## src/rtl/uart_loader_pkg.sv

```systemverilog
// Shared state encodings and width helper for the UART program loader.
package uart_loader_pkg;

    typedef enum logic [1:0] {
        LOAD_IMEM = 2'd0,
        LOAD_DMEM = 2'd1,
        DONE      = 2'd2
    } load_state_e;

    typedef enum logic [1:0] {
        IDLE  = 2'd0,
        START = 2'd1,
        DATA  = 2'd2,
        STOP  = 2'd3
    } rx_state_e;

    function automatic int addr_width(input int entries);
        return (entries > 1) ? $clog2(entries) : 1;
    endfunction

endpackage

```

## src/rtl/uart_loader_rx.sv

```systemverilog
// 8N1 UART receiver: mid-bit sampling, glitch-rejecting start detect, framing-error pulse.
module uart_rx
    import uart_loader_pkg::*;
#(
    parameter int CLK_FREQ_MHZ = 100,
    parameter int BAUD_RATE    = 1000000
) (
    input  logic       clk_i,
    input  logic       rst_ni,
    input  logic       rxd_i,
    output logic       rvalid_o,
    output logic [7:0] rdata_o,
    output logic       ferr_o
);

    localparam int CPB = CLK_FREQ_MHZ * 1_000_000 / BAUD_RATE;
    localparam int CW  = (CPB > 1) ? $clog2(CPB) : 1;
    localparam logic [CW-1:0] FULL_M1 = CW'(CPB - 1);
    localparam logic [CW-1:0] HALF_M1 = CW'(CPB / 2 - 1);

    logic            rxd_s1_q, rxd_s2_q, rxd_prev_q;
    rx_state_e       state_q, state_d;
    logic [CW-1:0]   cnt_q, cnt_d;
    logic [2:0]      bit_q, bit_d;
    logic [7:0]      shreg_q, shreg_d;
    logic            rvalid_q, rvalid_d;
    logic [7:0]      rdata_q, rdata_d;
    logic            ferr_q, ferr_d;
    logic            cnt_done;

    assign cnt_done = (cnt_q == '0);

    always_comb begin
        state_d  = state_q;
        cnt_d    = cnt_q;
        bit_d    = bit_q;
        shreg_d  = shreg_q;
        rvalid_d = 1'b0;
        rdata_d  = rdata_q;
        ferr_d   = 1'b0;
        case (state_q)
            IDLE: begin
                if (rxd_prev_q && !rxd_s2_q) begin
                    state_d = START;
                    cnt_d   = HALF_M1;
                end
            end
            // A start bit that is gone by mid-bit is treated as line noise.
            START: begin
                if (cnt_done) begin
                    if (!rxd_s2_q) begin
                        state_d = DATA;
                        cnt_d   = FULL_M1;
                        bit_d   = 3'd0;
                    end else begin
                        state_d = IDLE;
                    end
                end else begin
                    cnt_d = cnt_q - CW'(1);
                end
            end
            DATA: begin
                if (cnt_done) begin
                    shreg_d = {rxd_s2_q, shreg_q[7:1]};
                    cnt_d   = FULL_M1;
                    bit_d   = bit_q + 3'd1;
                    if (bit_q == 3'd7) begin
                        state_d = STOP;
                    end
                end else begin
                    cnt_d = cnt_q - CW'(1);
                end
            end
            STOP: begin
                if (cnt_done) begin
                    state_d = IDLE;
                    if (rxd_s2_q) begin
                        rvalid_d = 1'b1;
                        rdata_d  = shreg_q;
                    end else begin
                        ferr_d = 1'b1;
                    end
                end else begin
                    cnt_d = cnt_q - CW'(1);
                end
            end
            default: state_d = IDLE;
        endcase
    end

    always_ff @(posedge clk_i or negedge rst_ni) begin
        if (!rst_ni) begin
            rxd_s1_q   <= 1'b1;
            rxd_s2_q   <= 1'b1;
            rxd_prev_q <= 1'b1;
            state_q    <= IDLE;
            cnt_q      <= '0;
            bit_q      <= 3'd0;
            shreg_q    <= 8'h00;
            rvalid_q   <= 1'b0;
            rdata_q    <= 8'h00;
            ferr_q     <= 1'b0;
        end else begin
            rxd_s1_q   <= rxd_i;
            rxd_s2_q   <= rxd_s1_q;
            rxd_prev_q <= rxd_s2_q;
            state_q    <= state_d;
            cnt_q      <= cnt_d;
            bit_q      <= bit_d;
            shreg_q    <= shreg_d;
            rvalid_q   <= rvalid_d;
            rdata_q    <= rdata_d;
            ferr_q     <= ferr_d;
        end
    end

    assign rvalid_o = rvalid_q;
    assign rdata_o  = rdata_q;
    assign ferr_o   = ferr_q;

endmodule

```

## src/rtl/uart_loader.sv

```systemverilog
// Program loader: assembles little-endian words from UART bytes, fills imem then dram,
// and holds the CPU in reset until done_o.
module uart_loader
    import uart_loader_pkg::*;
#(
    parameter int CLK_FREQ_MHZ = 100,
    parameter int BAUD_RATE    = 1000000,
    parameter int IMEM_ENTRIES = 4096,
    parameter int DMEM_ENTRIES = 4096,
    localparam int IA = addr_width(IMEM_ENTRIES),
    localparam int DA = addr_width(DMEM_ENTRIES)
) (
    input  logic          clk_i,
    input  logic          rst_ni,
    input  logic          rxd_i,
    output logic          imem_we_o,
    output logic [IA-1:0] imem_addr_o,
    output logic [31:0]   imem_wdata_o,
    output logic          dmem_we_o,
    output logic [DA-1:0] dmem_addr_o,
    output logic [31:0]   dmem_wdata_o,
    output logic          done_o,
    output logic          frame_err_o
);

    localparam int WW = (IA > DA) ? IA : DA;
    localparam logic [WW-1:0] IMEM_LAST = WW'(IMEM_ENTRIES - 1);
    localparam logic [WW-1:0] DMEM_LAST = WW'(DMEM_ENTRIES - 1);

    logic        rx_valid;
    logic [7:0]  rx_data;
    logic        rx_ferr;

    load_state_e   ld_q, ld_d;
    logic [1:0]    bp_q, bp_d;
    logic [WW-1:0] word_q, word_d;
    logic [23:0]   asm_q, asm_d;
    logic          imem_we_q, imem_we_d;
    logic [IA-1:0] imem_addr_q, imem_addr_d;
    logic [31:0]   imem_wdata_q, imem_wdata_d;
    logic          dmem_we_q, dmem_we_d;
    logic [DA-1:0] dmem_addr_q, dmem_addr_d;
    logic [31:0]   dmem_wdata_q, dmem_wdata_d;
    logic          done_q, done_d;
    logic          frame_err_q, frame_err_d;

    uart_rx #(
        .CLK_FREQ_MHZ(CLK_FREQ_MHZ),
        .BAUD_RATE   (BAUD_RATE)
    ) u_rx (
        .clk_i   (clk_i),
        .rst_ni  (rst_ni),
        .rxd_i   (rxd_i),
        .rvalid_o(rx_valid),
        .rdata_o (rx_data),
        .ferr_o  (rx_ferr)
    );

    always_comb begin
        ld_d         = ld_q;
        bp_d         = bp_q;
        word_d       = word_q;
        asm_d        = asm_q;
        imem_we_d    = 1'b0;
        imem_addr_d  = imem_addr_q;
        imem_wdata_d = imem_wdata_q;
        dmem_we_d    = 1'b0;
        dmem_addr_d  = dmem_addr_q;
        dmem_wdata_d = dmem_wdata_q;
        done_d       = done_q | (ld_q == DONE);
        frame_err_d  = frame_err_q | rx_ferr;
        // The fourth byte goes straight into wdata; only three lanes need storage.
        if (rx_valid && (ld_q != DONE)) begin
            bp_d = bp_q + 2'd1;
            if (bp_q == 2'd0) begin
                asm_d[7:0] = rx_data;
            end else if (bp_q == 2'd1) begin
                asm_d[15:8] = rx_data;
            end else if (bp_q == 2'd2) begin
                asm_d[23:16] = rx_data;
            end else if (ld_q == LOAD_IMEM) begin
                imem_we_d    = 1'b1;
                imem_addr_d  = word_q[IA-1:0];
                imem_wdata_d = {rx_data, asm_q};
                if (word_q == IMEM_LAST) begin
                    ld_d   = LOAD_DMEM;
                    word_d = '0;
                end else begin
                    word_d = word_q + WW'(1);
                end
            end else begin
                dmem_we_d    = 1'b1;
                dmem_addr_d  = word_q[DA-1:0];
                dmem_wdata_d = {rx_data, asm_q};
                if (word_q == DMEM_LAST) begin
                    ld_d   = DONE;
                    word_d = '0;
                end else begin
                    word_d = word_q + WW'(1);
                end
            end
        end
    end

    always_ff @(posedge clk_i or negedge rst_ni) begin
        if (!rst_ni) begin
            ld_q         <= LOAD_IMEM;
            bp_q         <= 2'd0;
            word_q       <= '0;
            asm_q        <= 24'h0;
            imem_we_q    <= 1'b0;
            imem_addr_q  <= '0;
            imem_wdata_q <= 32'h0;
            dmem_we_q    <= 1'b0;
            dmem_addr_q  <= '0;
            dmem_wdata_q <= 32'h0;
            done_q       <= 1'b0;
            frame_err_q  <= 1'b0;
        end else begin
            ld_q         <= ld_d;
            bp_q         <= bp_d;
            word_q       <= word_d;
            asm_q        <= asm_d;
            imem_we_q    <= imem_we_d;
            imem_addr_q  <= imem_addr_d;
            imem_wdata_q <= imem_wdata_d;
            dmem_we_q    <= dmem_we_d;
            dmem_addr_q  <= dmem_addr_d;
            dmem_wdata_q <= dmem_wdata_d;
            done_q       <= done_d;
            frame_err_q  <= frame_err_d;
        end
    end

    assign imem_we_o    = imem_we_q;
    assign imem_addr_o  = imem_addr_q;
    assign imem_wdata_o = imem_wdata_q;
    assign dmem_we_o    = dmem_we_q;
    assign dmem_addr_o  = dmem_addr_q;
    assign dmem_wdata_o = dmem_wdata_q;
    assign done_o       = done_q;
    assign frame_err_o  = frame_err_q;

endmodule

```

## config.mk

```make
export PLATFORM = sky130hd
export DESIGN_NAME = uart_loader
export DESIGN_NICKNAME = d
export VERILOG_FILES = /design/src/rtl/uart_loader_pkg.sv /design/src/rtl/uart_loader_rx.sv /design/src/rtl/uart_loader.sv
export SDC_FILE = /design/constraint.sdc
export NUM_CORES = 1
export LEC_CHECK = 0
export CORE_MARGIN = 2
export CORE_UTILIZATION = 30
export CTS_CLUSTER_SIZE = 28
export DETAILED_ROUTE_END_ITERATION = 10
export PLACE_DENSITY = 0.55
export SLEW_MARGIN = 40
export SYNTH_ARGS = -nofsm -noshare
export SYNTH_HDL_FRONTEND = slang
export SYNTH_SLANG_ARGS = --single-unit
```

## constraint.sdc

```tcl
create_clock -name clk_i -period 3.7 [get_ports clk_i]
set_clock_uncertainty 0.15 [all_clocks]
set_input_delay 0.555 -clock clk_i [delete_from_list [all_inputs] [get_ports clk_i]]
set_output_delay 0.555 -clock clk_i [all_outputs]
set_load 0.1 [all_outputs]
```

Yosys cells after proc, flatten, opt, wreduce, memory -nomap -nowiden
Cells that the tools add are included.
- muxes and demuxes: 37
- equal/unequal tests: 17
- reduce and logical (&&, ||, !) cells: 20
- bitwise logic cells: 6
- $add $sub $neg: 4
- operators with widths (kind ; count):
    two-way mux 7 bit ; 5
    case mux 7 bit (4 select lines) ; 1
    AND reduction 5 bit ; 4
    two-way mux 2 bit ; 9
    two-way mux 1 bit ; 16
    adder 12 x 1 -> 12 bit, second input constant ; 1
    == test 12 bit, second input constant ; 1
    two-way mux 12 bit ; 1
    AND reduction 4 bit ; 3
    inequality test 2 x 1 -> 1 bit, second input constant ; 5
    two-way mux 3 bit ; 3
    AND reduction 3 bit ; 3
    == test 2 bit, second input constant ; 4
    case mux 2 bit (4 select lines) ; 1
    zero test 7 bit ; 1
    subtractor 7 x 1 -> 7 bit, second input constant ; 1
    zero test 2 bit ; 3
    inequality test 2 bit, second input constant ; 3
    case mux 3 bit (2 select lines) ; 1
    == test 2 x 1 -> 1 bit, second input constant ; 2
    inverter 1 bit ; 4
    AND reduction 2 bit ; 2
    adder 3 x 1 -> 3 bit, second input constant ; 1
    == test 3 bit, second input constant ; 1
    6 further kinds ; 8
- logic and storage cells: 108
- input bits: 3
- output and inout bits: 92
- bits in registers: 165

Longest topological paths before layout
- depth in word-level cells: 6
- gate-level depth with buffers: 8
- gate-level depth less buffers: 6

By module
A second synthesis with hierarchy kept.
- cell total of the unflattened synthesis: 474
- area, all modules: 6884.1 µm²
- modules (own cells, without submodules) (module ; times used ; area an instance (µm²) ; cells an instance):
    uart_loader ; 1 ; 5175.0 ; 331
    uart_rx ; 1 ; 1709.1 ; 143

Worst setup path before layout
OpenSTA, ideal clock, no wires.
- path kind: reg-to-reg
- from: reg bp_q[0]
- to: reg imem_wdata_q[10], in the netlist imem_wdata_o[10]
- path buffers: 2
- slack: 1347 ps
- required time: 3425 ps
- stages on the path, launching flop included: 8
- data arrival time: 2077 ps
- clock period less this slack: 2353 ps
- cell sequence: dfrtp_1 > inv_1 > ha_1 > or3_1 > clkbuf_1 > nor3_4 > buf_2 > mux2_2
- longest elaborated chain between the ends: 3
- elaborated cells between the ends (all ways): 7
- those cells by class: eq/ne: 2; bitwise: 3; reduce/logical: 2
- ends and longest elaborated chain (what ; line ; text):
    from (decl) ; uart_loader.sv:35 ; logic [1:0] bp_q, bp_d;
    from (signal assigned) ; uart_loader.sv:121 ; bp_q <= bp_d;
    == test 2 bit (tied with other cells) ; uart_loader.sv:79 ; end else if (bp_q == 2'd2) begin
    inverter 1 bit (no line) ; - ;
    AND reduction 5 bit (no line) (*) ; - ;
    to (signal assigned) ; uart_loader.sv:126 ; imem_wdata_q <= imem_wdata_d;
    to (decl) ; uart_loader.sv:40 ; logic [31:0] imem_wdata_q, imem_wdata_d;
Mark *: on every way between the ends. The rest lies on a longest branch, timed or not.
A chain may end at the register's enable or synchronous reset.

Worst setup path after layout
- from: reg bp_q[0]
- to: reg imem_wdata_q[21], in the netlist imem_wdata_o[21]
The elaborated chain is that of the path after synthesis.

==> metrics.md <==
| Metric | Value |
|---|---|
| H-tree Lvls | `4` |
| Delay-heaviest family, CP | `simple AND/OR/NAND/NOR gates` |
| Max-cap violations | `0` |
| Placed inst area | `about 0.0075 mm^2` |
| Fmax | `372 MHz` |
| Worst hold slack | `~0.21 ns` |
| Worst-Margin Slew | `between 0.7 and 0.8 ns` |
| Largest net degree at the start of global routing | `slightly above 70` |
| Cts bufs inserted | `17` |
| Synth Register Bits | `165` |
| CP Cell Sequence | `inv_1 -> ha_1 -> nand2b_1 -> or3_1 -> nor3_4 -> buf_12 -> mux2_2` |
| Hold_sp | `u_rx.rxd_s1_q$_DFF_PN1_` |
| Sw Share | `around 28%` |
| Wire per inst | `17.0 um` |
| Synthesized area | `approximately 0.0067 mm^2` |
| ANT cells | `0` |
| Final ANT Viol Nets | `0` |
| Sequential-to-total area share from yosys stat | `between 60% and 70%` |
| Die Height | `153 um` |
| Total gr overflow | `0` |
| Vias/cell | `4.77` |
| Critical path's slowest cell | `or3_1` |
| Worst R2R Path Depth | `7` |
| Clock sinks | `165` |
| Yosys top cell area share | `60.9%` |
| Row count | `54` |
| Clk_lat worst skew | `between 0.4 and 0.5 ns` |
| Leak Pwr | `4.26 nW` |
| RSZ-0062 raised after global routing | `false` |
| EDFF count, synth | `0` |
| NetSw | `1.24 mW` |
| Register-to-register setup slack | `between 1 and 1.5 ns` |
| Most area-consuming cells after synthesis | `dfrtp_1, mux2_2, ha_1` |
| Setup violators final | `0` |
| Core Footprint | `approximately 0.022 mm^2` |
| Hold EP | `u_rx.rxd_s2_q$_DFF_PN1_` |
| Setup bufs post-CTS | `0` |
| Clock transition at path regs | `roughly 0.06 ns` |
| DRT Pass-1 Iters | `4` |
| Most frequent cells in the layout | `dfrtp_1, mux2_2, buf_2` |
| Tmin final | `approximately 2.7 ns` |
| Cell Int Power | `between 3 and 4 mW` |
| Combinational power share | `14.7%` |
| Critical path startpoint category | `register` |
| Root Buffer | `clkbuf_16` |
| Gpl congestion | `roughly 0.8` |
| Largest stage delay, worst path | `between 0.5 and 0.6 ns` |
| Die width | `153 um` |
| Port Buffers | `94` |
| DR iter-0 viols | `between 200 and 250` |
| Peak supply drop | `0.273 mV` |
| Hold path depth | `0` |
| Outcome | `complete, no violations` |
| Class of the worst hold path | `reg -> reg` |
| Initial Utilization | `between 30% and 40%` |
| DR vias | `just over 4,000` |
| Crit path max fanout | `34` |
| Drt drc | `0` |
| Initial antenna violation count | `0` |
| Total GRT Usage | `a little over an eighth` |
| Number of global-route vias before repair | `4,448` |
| Clk buf depth | `2` |
| CTS tree | `done` |
| Crit path kind | `reg -> reg` |
| Mapped Nets | `484` |
| Post-synth top flop | `dfrtp_1` |
| Distinct cells, synth | `46` |
| Nets@finish | `about 600` |
| Tcrit/Tclk final | `72.7%` |
| Sequential share of power | `between 40 and 50%` |
| Setup TNS | `0 ns` |
| Total of warnings raised by yosys | `0` |
| Slack of the critical path | `1.01 ns` |
| Max-Slew Margin vs Limit | `between 40% and 50%` |
| Reg2reg start | `bp_q[0]$_DFFE_PN0N_` |
| Asr flop ratio synth | `100%` |
| Design Area, Final | `slightly above 0.008 mm^2` |
| Share of layout cells above drive strength 1 | `45.2%` |
| # IOs | `between 90 and 100` |
| Required time of the critical path | `about 3.9 ns` |
| Average cell area after synthesis | `around 14 um^2` |
| Crit path DAT | `2.85 ns` |
| Hold Violations, Final | `0` |
| Synthesized instance count | `470` |
| Synth-to-Final Area Change | `22.0%` |
| Crit end category | `register` |
| Total die area | `between 0.02 and 0.025 mm^2` |
| Synth area leader | `dfrtp_1` |
| Post-place setup slack | `between 1 and 1.5 ns` |
| Most common cell after layout, fill and taps aside | `dfrtp_1` |
| Slew Limit Fails | `0` |
| Clock power share | `41.0%` |
| Worst path bufs/invs | `2` |
| Cts repair resizes | `0` |
| Power Density | `~540 mW/mm^2` |
| Drt total wl | `14.8 mm` |
| First-pass GRT wire length | `24.6 mm` |
| Reg-to-Reg End | `imem_wdata_o[21]$_DFFE_PN0P_` |
| Hpwl dp | `10.3 mm` |
==> worst register-to-register path: cells and delay by family, from the launching register on <==
kind,cells,cell delay (ns)
DFF,1,0.40
buffers and inverters,2,0.34
and+or+nand+nor,3,1.04
adders and majority gates,1,0.24
muxes,1,0.39
==> synthesized netlist by cell type, types with 2 or more instances <==
master / count
dfrtp_1: 162
mux2_2: 127
nand2_1: 18
nand3_1: 17
inv_1: 14
clkbuf_1: 11
ha_1: 11
a21oi_1: 10
nor2_1: 10
o21ai_0: 7
xnor2_1: 6
buf_2: 5
nor2b_1: 5
nor3_1: 5
o211ai_1: 5
and3_1: 4
nand4_1: 4
dfstp_2: 3
nand2b_1: 3
nor4_1: 3
o311ai_0: 3
o31ai_1: 3
or3_1: 3
or4_1: 3
a211oi_1: 2
a21o_1: 2
a31oi_1: 2
mux2_1: 2
o21bai_1: 2
o221ai_1: 2
==> per-layer routing <==
layer	global-route usage [%]	routed length, um	vias to the layer above
li1	-	-	1900
met1	16.3	6250	2141
met2	22.7	7690	82
met3	4.22	614	14
met4	3.97	197	0
met5	0	0	-
==> worst max-delay path by stage <==
stage                              endpoint  cells after the start           startpoint
3_3_place_gp   imem_wdata_o[20]$_DFFE_PN0P_                      6  bp_q[0]$_DFFE_PN0N_
2_1_floorplan  imem_wdata_o[10]$_DFFE_PN0P_                      7  bp_q[0]$_DFFE_PN0N_
6_report       imem_wdata_o[21]$_DFFE_PN0P_                      7  bp_q[0]$_DFFE_PN0N_
5_1_grt        imem_wdata_o[21]$_DFFE_PN0P_                      7  bp_q[0]$_DFFE_PN0N_
4_1_cts        imem_wdata_o[21]$_DFFE_PN0P_                      7  bp_q[0]$_DFFE_PN0N_
3_5_place_dp   imem_wdata_o[21]$_DFFE_PN0P_                      7  bp_q[0]$_DFFE_PN0N_
==> power groups by stage <==
stage               Combinational, mW  Sequential (mW)  Clock, mW
finish                          0.643             1.95       1.80
global route                    0.723             1.96       1.93
CTS                             0.646             1.94       1.84
detailed placement              0.644             1.98          0
global placement                0.607             1.97          0
floorplan                       0.444             1.98          0
==> what timing repair did <==
item,4_1_cts,5_1_grt
hold buffers,1,0
endpoints found under the hold margin,54,0
setup endpoints to repair,0,0
==> registers in the layout, indices dropped and copies added, names as in the netlist, 2 cells and up, named ones only <==
name / flops
dmem_wdata_o: 32
imem_wdata_o: 32
asm_q: 24
dmem_addr_o: 12
imem_addr_o: 12
word_q: 12
u_rx.rdata_o: 8
u_rx.shreg_q: 8
u_rx.cnt_q: 7
u_rx.bit_q: 3
bp_q: 2
ld_q: 2
==> kinds of logic after synthesis <==
kind of cell             after synthesis  synth area share [%]
flip-flops                           165                  62.1
multiplexers                         130                  22.0
AND/OR/NAND/NOR                       82                  6.58
AO/OA/AOI/OAI                         45                  4.57
buffers and inverters                 30                  1.79
adder cells (fa/ha/maj)               11                  2.07
XOR/XNOR                               7                 0.921
==> through the flow <==
| step | utilization, % | std cells | power [mW] |
|---|---|---|---|
| finish | 37.2 | 868 | 4.38 |
| global route | 37.2 | 868 | 4.61 |
| global placement | 36.5 | 835 | 2.58 |
| CTS | 37.2 | 868 | 4.43 |
| floorplan | - | 470 | 2.42 |
| detailed placement | 34.4 | 835 | 2.62 |
==> cell type report <==
class / instances / area [um^2]
clock inverters: 14 / 165
repair buffers: 102 / 572
well taps: 280 / 350
inverters: 14 / 52.6
flip-flops and latches: 165 / 4130
fillers: 2076 / 13700
multi-input cells: 275 / 2410
clock buffers: 18 / 439
(Power assumes the default switching activity.)
